$ cat config.mk
export PLATFORM = sky130hd
export DESIGN_NAME = ultrasonic_ranger
export DESIGN_NICKNAME = d
export VERILOG_FILES = /design/src/rtl/smart_car_pkg.sv /design/src/rtl/sync_edge.sv /design/src/rtl/ultrasonic_ranger.sv
export SDC_FILE = /design/constraint.sdc
export NUM_CORES = 1
export LEC_CHECK = 0
export CAP_MARGIN = 25
export CORE_MARGIN = 10
export CORE_UTILIZATION = 55
export DETAILED_ROUTE_END_ITERATION = 8
export HOLD_SLACK_MARGIN = 0.1
export PLACE_DENSITY = 0.76
export REMOVE_ABC_BUFFERS = 1
export SLEW_MARGIN = 10
export SYNTH_ARGS = -nofsm -noshare
export SYNTH_HDL_FRONTEND = slang
export SYNTH_SLANG_ARGS = --single-unit
$ cat constraint.sdc
create_clock -name clk0 -period 2 [get_ports clk0]
set_input_delay 0.5 -clock clk0 [delete_from_list [all_inputs] [get_ports clk0]]
set_output_delay 0.5 -clock clk0 [all_outputs]
set_load 0.02 [all_outputs]
$ cat src/rtl/smart_car_pkg.sv
// Shared types and 50 MHz timing defaults for the smart-car sensor and motion blocks.
package smart_car_pkg;

  typedef enum logic [1:0] {
    IDLE,
    TRIG,
    WAIT_ECHO,
    MEASURE
  } ranger_state_t;

  localparam int unsigned DEF_TRIG_CYCLES    = 500;
  localparam int unsigned DEF_PERIOD_CYCLES  = 3000000;
  localparam int unsigned DEF_TIMEOUT_CYCLES = 1500000;
  localparam int unsigned DEF_CM_CYCLES      = 2900;
  localparam int unsigned DEF_DIST_W         = 9;
  localparam int unsigned DEF_NEAR_CM        = 20;
  localparam int unsigned DEF_FAR_CM         = 25;

  function automatic int unsigned dist_max(input int unsigned w);
    return (32'd1 << w) - 32'd1;
  endfunction

  localparam int unsigned DIST_MAX = dist_max(DEF_DIST_W);

endpackage

$ cat src/rtl/sync_edge.sv
// Two-flop synchroniser for an asynchronous level, with single-cycle rise/fall pulses.
module sync_edge (
  input  logic clk,
  input  logic rst_n,
  input  logic d,
  output logic rise,
  output logic fall
);

  logic meta;
  logic sync;
  logic prev;

  always_ff @(posedge clk or negedge rst_n) begin
    if (!rst_n) begin
      meta <= 1'b0;
      sync <= 1'b0;
      prev <= 1'b0;
    end else begin
      meta <= d;
      sync <= meta;
      prev <= sync;
    end
  end

  assign rise = sync & ~prev;
  assign fall = ~sync & prev;

endmodule

$ cat src/rtl/ultrasonic_ranger.sv
// HC-SR04-style ranger: periodic trigger, echo timing in centimetres, obstacle flag with hysteresis.
module ultrasonic_ranger
  import smart_car_pkg::*;
#(
  parameter int unsigned TRIG_CYCLES    = DEF_TRIG_CYCLES,
  parameter int unsigned PERIOD_CYCLES  = DEF_PERIOD_CYCLES,
  parameter int unsigned TIMEOUT_CYCLES = DEF_TIMEOUT_CYCLES,
  parameter int unsigned CM_CYCLES      = DEF_CM_CYCLES,
  parameter int unsigned DIST_W         = DEF_DIST_W,
  parameter int unsigned NEAR_CM        = DEF_NEAR_CM,
  parameter int unsigned FAR_CM         = DEF_FAR_CM
) (
  input  logic              clk0,
  input  logic              rst_n,
  input  logic              en,
  input  logic              echo,
  output logic              trig,
  output logic              ssig,
  output logic [DIST_W-1:0] dist_cm,
  output logic              dist_valid,
  output logic              timeout
);

  localparam int unsigned CNT_LIM = (TIMEOUT_CYCLES > TRIG_CYCLES) ? TIMEOUT_CYCLES : TRIG_CYCLES;
  localparam int unsigned CNT_W   = $clog2(CNT_LIM + 1);
  localparam int unsigned PER_W   = $clog2(PERIOD_CYCLES + 1);
  localparam int unsigned SUB_W   = $clog2(CM_CYCLES + 1);
  localparam logic [DIST_W-1:0] DIST_TOP = DIST_W'(dist_max(DIST_W));

  ranger_state_t     state, state_next;
  logic [PER_W-1:0]  pcnt;
  logic [CNT_W-1:0]  cnt, cnt_next;
  logic [SUB_W-1:0]  cm_sub, cm_sub_next;
  logic [DIST_W-1:0] cm_cnt, cm_cnt_next;
  logic              echo_rise, echo_fall;
  logic              cycle_start;
  logic              meas_done, meas_timeout;

  sync_edge u_echo_sync (
    .clk   (clk0),
    .rst_n (rst_n),
    .d     (echo),
    .rise  (echo_rise),
    .fall  (echo_fall)
  );

  assign cycle_start = en && (pcnt == '0);
  assign trig        = (state == TRIG);

  always_comb begin
    state_next   = state;
    cnt_next     = cnt + CNT_W'(1);
    cm_sub_next  = cm_sub;
    cm_cnt_next  = cm_cnt;
    meas_done    = 1'b0;
    meas_timeout = 1'b0;
    unique case (state)
      IDLE: begin
        cnt_next = '0;
        if (cycle_start) state_next = TRIG;
      end
      TRIG: begin
        if (cnt == CNT_W'(TRIG_CYCLES - 1)) begin
          state_next = WAIT_ECHO;
          cnt_next   = '0;
        end
      end
      WAIT_ECHO: begin
        if (echo_rise) begin
          state_next  = MEASURE;
          cnt_next    = '0;
          cm_sub_next = '0;
          cm_cnt_next = '0;
        end else if (cnt == CNT_W'(TIMEOUT_CYCLES - 1)) begin
          meas_timeout = 1'b1;
          state_next   = IDLE;
          cnt_next     = '0;
        end
      end
      MEASURE: begin
        // The fall cycle itself is counted, so the latched distance uses the
        // post-increment value rather than the registered one.
        if (cm_sub == SUB_W'(CM_CYCLES - 1)) begin
          cm_sub_next = '0;
          if (cm_cnt != DIST_TOP) cm_cnt_next = cm_cnt + DIST_W'(1);
        end else begin
          cm_sub_next = cm_sub + SUB_W'(1);
        end
        if (echo_fall) begin
          meas_done  = 1'b1;
          state_next = IDLE;
          cnt_next   = '0;
        end else if (cnt == CNT_W'(TIMEOUT_CYCLES - 1)) begin
          meas_timeout = 1'b1;
          state_next   = IDLE;
          cnt_next     = '0;
        end
      end
      default: state_next = IDLE;
    endcase
    if (!en) begin
      state_next   = IDLE;
      cnt_next     = '0;
      cm_sub_next  = '0;
      cm_cnt_next  = '0;
      meas_done    = 1'b0;
      meas_timeout = 1'b0;
    end
  end

  always_ff @(posedge clk0 or negedge rst_n) begin
    if (!rst_n) begin
      state      <= IDLE;
      pcnt       <= '0;
      cnt        <= '0;
      cm_sub     <= '0;
      cm_cnt     <= '0;
      dist_cm    <= '0;
      dist_valid <= 1'b0;
      timeout    <= 1'b0;
      ssig       <= 1'b0;
    end else begin
      state      <= state_next;
      cnt        <= cnt_next;
      cm_sub     <= cm_sub_next;
      cm_cnt     <= cm_cnt_next;
      dist_valid <= meas_done | meas_timeout;
      if (!en || pcnt == PER_W'(PERIOD_CYCLES - 1)) pcnt <= '0;
      else                                          pcnt <= pcnt + PER_W'(1);
      if (meas_timeout) begin
        dist_cm <= DIST_TOP;
        timeout <= 1'b1;
        ssig    <= 1'b0;
      end else if (meas_done) begin
        dist_cm <= cm_cnt_next;
        timeout <= 1'b0;
        if (cm_cnt_next <= DIST_W'(NEAR_CM))     ssig <= 1'b1;
        else if (cm_cnt_next >= DIST_W'(FAR_CM)) ssig <= 1'b0;
      end else if (!en) begin
        ssig <= 1'b0;
      end
    end
  end

endmodule

### Word level (Yosys, flattened, before mapping)

Cells that the tools add are included.

| storage, ports and cells | value |
|---|---|
| bits of input ports | 4 |
| logic and storage cells | 86 |
| register bits | 81 |

| operators by class | value |
|---|---|
| add/sub/neg operators | 4 |
| order comparisons | 2 |
| equality and inequality tests | 14 |
| multiplexer cells | 40 |
| reduce and logical (&&, ||, !) cells | 9 |
| bitwise gates (word level) | 5 |

Operators by type and width:

| kind | number |
|---|---|
| $mux W21 | 5 |
| $pmux W21 S4 | 1 |
| $mux W9 | 6 |
| $mux W12 | 3 |
| $pmux W12 S2 | 1 |
| $add A22 B1 Y22 const B | 1 |
| $eq A22 B22 Y1 const B | 1 |
| $logic_not A22 Y1 | 1 |
| $mux W22 | 1 |
| $add A21 B1 Y21 const B | 1 |
| $eq A21 B21 Y1 const B | 1 |
| $eq A21 B9 Y1 const B | 1 |
| $pmux W9 S2 | 1 |
| $mux W1 | 14 |
| $add A12 B1 Y12 const B | 1 |
| $eq A12 B12 Y1 const B | 1 |
| $mux W2 | 6 |
| $add A9 B1 Y9 const B | 1 |
| $ge A9 B5 Y1 const B | 1 |
| $le A9 B5 Y1 const B | 1 |
| $ne A9 B9 Y1 const B | 1 |
| $pmux W2 S4 | 1 |
| $ne A3 B1 Y1 const B | 2 |
| $ne A3 B3 Y1 const B | 2 |
| 14 further kinds | 19 |

### Longest topological paths before layout

| logic depth | value |
|---|---|
| word-level depth | 10 |
| mapped depth | 9 |

### Cells and area by module

From an unflattened synthesis, not the netlist that was laid out.

| second synthesis, totals | value |
|---|---|
| cell total of the unflattened synthesis | 446 |
| area total of the unflattened synthesis | 4132.7 um^2 |

By module, submodules not included:

| module | area each (um^2) | cells an instance | times used | seq. area each (um^2) |
|---|---|---|---|---|
| ultrasonic_ranger | 4042.6 | 441 | 1 | 1951.9 |
| sync_edge | 90.1 | 5 | 1 | 75.1 |

### Least setup slack after synthesis

No wires, ideal clock.

| timing | value |
|---|---|
| path type | register to register |
| from | register cnt[11] |
| to | register ssig |
| setup slack | -0.221 ns |
| path buffers | 1 |
| cell stages (with the launch flop) | 8 |
| arrival time | 2.095 ns |
| data required time | 1.874 ns |
| path through | dfrtp_1 > or4_1 > or3_1 > buf_6 > nor4_4 > o211ai_2 > a211oi_2 > a21oi_1 |

| on the way | value |
|---|---|
| word-level cells in the longest chain between the ends | 7 |
| elaborated cells on any way between the ends | 10 |

RTL lines:

| element | RTL line | text |
|---|---|---|
| from (decl) | ultrasonic_ranger.sv:32 | `logic [CNT_W-1:0] cnt, cnt_next;` |
| from (signal assigned) | ultrasonic_ranger.sv:124 | `cnt <= cnt_next;` |
| $eq A21 B21 Y1 * | ultrasonic_ranger.sv:74, ultrasonic_ranger.sv:93 |  |
| $mux W1 * | ultrasonic_ranger.sv:74, ultrasonic_ranger.sv:93 |  |
| $mux W1, on equally long branches | ultrasonic_ranger.sv:89, ultrasonic_ranger.sv:69 |  |
| $pmux W1 S2 * | ultrasonic_ranger.sv:57 | `unique case (state)` |
| $mux W1 * | ultrasonic_ranger.sv:101 | `if (!en) begin` |
| $ne A4 B1 Y1 (no source line) / $ne A3 B1 Y1 (equally long branches) | n/a |  |
| $reduce_and A2 Y1 (no source line) | n/a |  |
| to (signal assigned) | ultrasonic_ranger.sv:121 | `ssig <= 1'b0;` |
| to (signal assigned) | ultrasonic_ranger.sv:133 | `ssig <= 1'b0;` |
| to (signal assigned) | ultrasonic_ranger.sv:137 | `if (cm_cnt_next <= DIST_W'(NEAR_CM)) ssig <= 1'b1;` |
| to (decl) | ultrasonic_ranger.sv:18 | `output logic ssig,` |

Mark *: on every way between the ends. The rest lies on a longest branch, timed or not.
A chain may end at the register's enable or synchronous reset.

### Worst setup path in the final report

| timing | value |
|---|---|
| from | register cnt[11] |
| to | register cnt[11] |

| on the way | value |
|---|---|
| word-level cells in the longest chain between the ends | 5 |
| elaborated cells on any way between the ends | 9 |

RTL lines:

| element | RTL line |
|---|---|
| $add A21 B1 Y21 / $eq A21 B21 Y1 (equally long branches) | ultrasonic_ranger.sv:52, ultrasonic_ranger.sv:74, ultrasonic_ranger.sv:93 |
| $mux W21 | ultrasonic_ranger.sv:74, ultrasonic_ranger.sv:93 |
| $mux W21, on equally long branches | ultrasonic_ranger.sv:89, ultrasonic_ranger.sv:69 |
| $pmux W21 S4 * | ultrasonic_ranger.sv:57 |
| $mux W21 * | ultrasonic_ranger.sv:101 |
| via cnt_next[11] | ultrasonic_ranger.sv:32 |

Mark *: on every way through the listed nets, which the timed path passes. The rest lies on a longest branch.

==> results <==
[metrics by stage]
step                setup slack (ps)  instances  utilization [%]  hold WS (ps)
detailed placement            -265.3        641            70.18         338.7
floorplan                     -883.7        433                -         204.4
global placement              -235.8        641            70.18         335.0
finish                        -222.5        668            78.75         350.5
CTS                           -144.3        662            74.91         352.7
global route                  -268.6        668            78.75         347.0
[layout by cell type, fill, tap and decap left out, types with 14 or more instances in the layout]
master,n
xnor2_1,19
inv_1,14
xor2_1,27
dfrtp_1,81
nor2_1,43
nand3_1,28
nand4_1,14
nand2_1,34
nor2_2,14
buf_4,96
[worst max-delay path, cell delays in order, from the launching register on]
cell and delay (ps):
dfrtp_1 400, or4_4 530, or3_4 390, buf_6 150, nor2_4 90, nor2_2 50, o21ai_2 170, buf_6 140
buf_6 120, nor2_1 60
[power by group through the flow]
| stage | clock [mW] | combinational (mW) | sequential, mW |
|---|---|---|---|
| finish | 1.35 | 0.239 | 1.66 |
| global placement | 0 | 0.189 | 1.69 |
| detailed placement | 0 | 0.193 | 1.70 |
| floorplan | 0 | 0.0675 | 1.70 |
| global route | 1.44 | 0.261 | 1.67 |
| CTS | 1.37 | 0.212 | 1.66 |
[area by class of cell]
| class | count | area share, % |
|---|---|---|
| Clock inverter | 4 | 1.322 |
| Timing Repair Buffer | 121 | 17.49 |
| Clock buffer | 11 | 2.449 |
| Tap cell | 99 | 2.146 |
| Sequential cell | 81 | 35.11 |
| Multi-Input combinational cell | 337 | 40.46 |
| Inverter | 15 | 1.019 |
[flip-flops by register name, summed over array words and instances (netlist names)]
register / count
dist_cm: 9
dist_valid: 1
cnt: 21
u_echo_sync.sync: 1
pcnt: 22
cm_sub: 12
ssig: 1
timeout: 1
u_echo_sync.meta: 1
cm_cnt: 9
u_echo_sync.prev: 1
state: 2
[per-layer routing]
metal / share of wire, % / GRT usage [%] / vias to the layer above
met5: 0 / 0 / -
met4: 3.2 / 8.302 / 0
met3: 3.8 / 3.234 / 44
met2: 51 / 33.07 / 102
met1: 42 / 24.05 / 1897
li1: - / - / 1818
[worst min path at each step]
stage	start	end	slack (ps)
2_1_floorplan	rst_n	cm_cnt[0]	200
3_3_place_gp	u_echo_sync.meta	u_echo_sync.sync	330
3_5_place_dp	u_echo_sync.meta	u_echo_sync.sync	340
4_1_cts	u_echo_sync.meta	u_echo_sync.sync	350
5_1_grt	u_echo_sync.meta	u_echo_sync.sync	350
6_report	u_echo_sync.meta	u_echo_sync.sync	350
[what timing repair did]
action	4_1_cts	5_1_grt
pin swaps	10	25
setup buffers	4	6
setup endpoints to repair	49	46
hold buffers	1	0
gates resized for setup	33	59
gates cloned	2	0
hold endpoints to repair	32	0
[logic make-up after synthesis]
group / count (synthesis)
xor gates and xnor gates: 46
DFF: 81
and+or+nand+nor: 216
buffers and inverters: 30
AOI/OAI and AO/OA: 69
adders and majority gates: 5
muxes: 1
==> metrics.yaml <==
intPower_mw: 2.485
area_delta_synth_final_pct: 37.20
cts_tree: "yes"
endpoint_kind: "flop"
fin_total_pwr_mw: 3.252
cp-start-kind: "flop"
peakVddDrop_uv: 371.3
ys_ff_latch: 81
fin_ws_ps: -222.5
io_buffer_count: 16
hp-class: "reg -> reg"
viasPerCell: 5.780
clock.fmax_mhz: 449.9
clkTransAtPathRegs_ps: 80
drtAntennaViolNets: 0
reg2regPathDepth: 9
path_class: "reg -> reg"
p_sw_mw: 0.7675
synth_top_family_by_area: "simple AND/OR/NAND/NOR gates"
grt_pass1_wl_microns: 18490
die-area_sq_um: 11550
final_area_sq_um: 5773
violations: "negative setup slack"
status: "complete, but fails checks"
tns_ps: -5091
syn_area_per_cell_sq_um: 9.392
nNetsFinal: 574
dp_hpwl_microns: 7455
ys_top_cells_by_count: "dfrtp_1 (81), nor2_1 (65), nand2_1 (36)"
maxSlewViolCount: 0
num_vias: 3861
drc: 0
p_comb_share_pct: 7.4
critPathMaxFanout: 5
rows: 31
r2r-end: "cnt[11]"
core_area_sq_um: 7331
gp_congestion: 0.9119
grt_max_degree: 36
synth-simple-area-share_pct: 26.52
synthMuxAreaShare_pct: 0.2379
synth_edf_count: 0
relSlewSlack_pct: 63.66
regArea_sq_um: 2027
cts-buffers-inserted: 9
ff2ff_setup_slack_ps: -220
wirelength_microns: 11620
antenna_found_initial: 0
antennaDiodeCount: 0
synth_fa_ha_area_share_pct: 1.487
yosys.area.top_type: "dfrtp_1"
fillers: 442
yosysSeqAreaShare_pct: 48.17
place_area_sq_um: 5145
rsz0062_at_grt: "yes"
io_pins: 17
start_util_pct: 57.40
grt_pass1_vias: 3889
htreeDepth: 3
die_h_microns: 107.5
grt_overflow: 0
yosysWarnings: 0
multi_input_area_sq_um: 2336
ctsRootBufferMaster: "clkbuf_8"
cts_buffer_depth: 2
fin_skew_ps: 10.26
final-hold-violation-count: 0
synth_top_area_share_pct: 48.17
finalSetupViolations: 32
cp.arrival_ps: 2470
endpoint: "cnt[11]"
r2r_start: "cnt[11]"
syn-instance-count: 448
required_ps: 2250
pwr-share-seq_pct: 51.1
avgRoutedWirePerCell_microns: 17.39
period_minus_slack_ps: 2223
clkLatencyLatePin_ps: 360
startpoint: "cnt[11]"
grt_use_total_pct: 19.52
synth_cell_types: 59
synth_compound_area_share_pct: 10.88
synthArstFlopShare_pct: 100.0
firstDrtPassIters: 4
powerDensity_nw_per_um2: 563.4
cts.sinks: 81
min_path_cells: 0
switching_share_pct: 23.60
clkPwrFrac_pct: 41.5
synth_ff_type: "dfrtp_1"
drtIter0Drc: 224
p_leak_nw: 2.606
synthXorXnorAreaFrac_pct: 9.575
drv_cap: 0
synth.area.top_cells: "dfrtp_1 (48%), nor2_1 (5.8%), xor2_1 (5.6%)"
fp.dieW_microns: 107.5
yosysMostFrequentCell: "dfrtp_1"
drive_above_1_share_pct: 31.81
min_period_over_period_pct: 111.1
syn_area_sq_um: 4208
worstMarginPinSlew_ps: 543.3
Power figures use the tool's default switching activity.
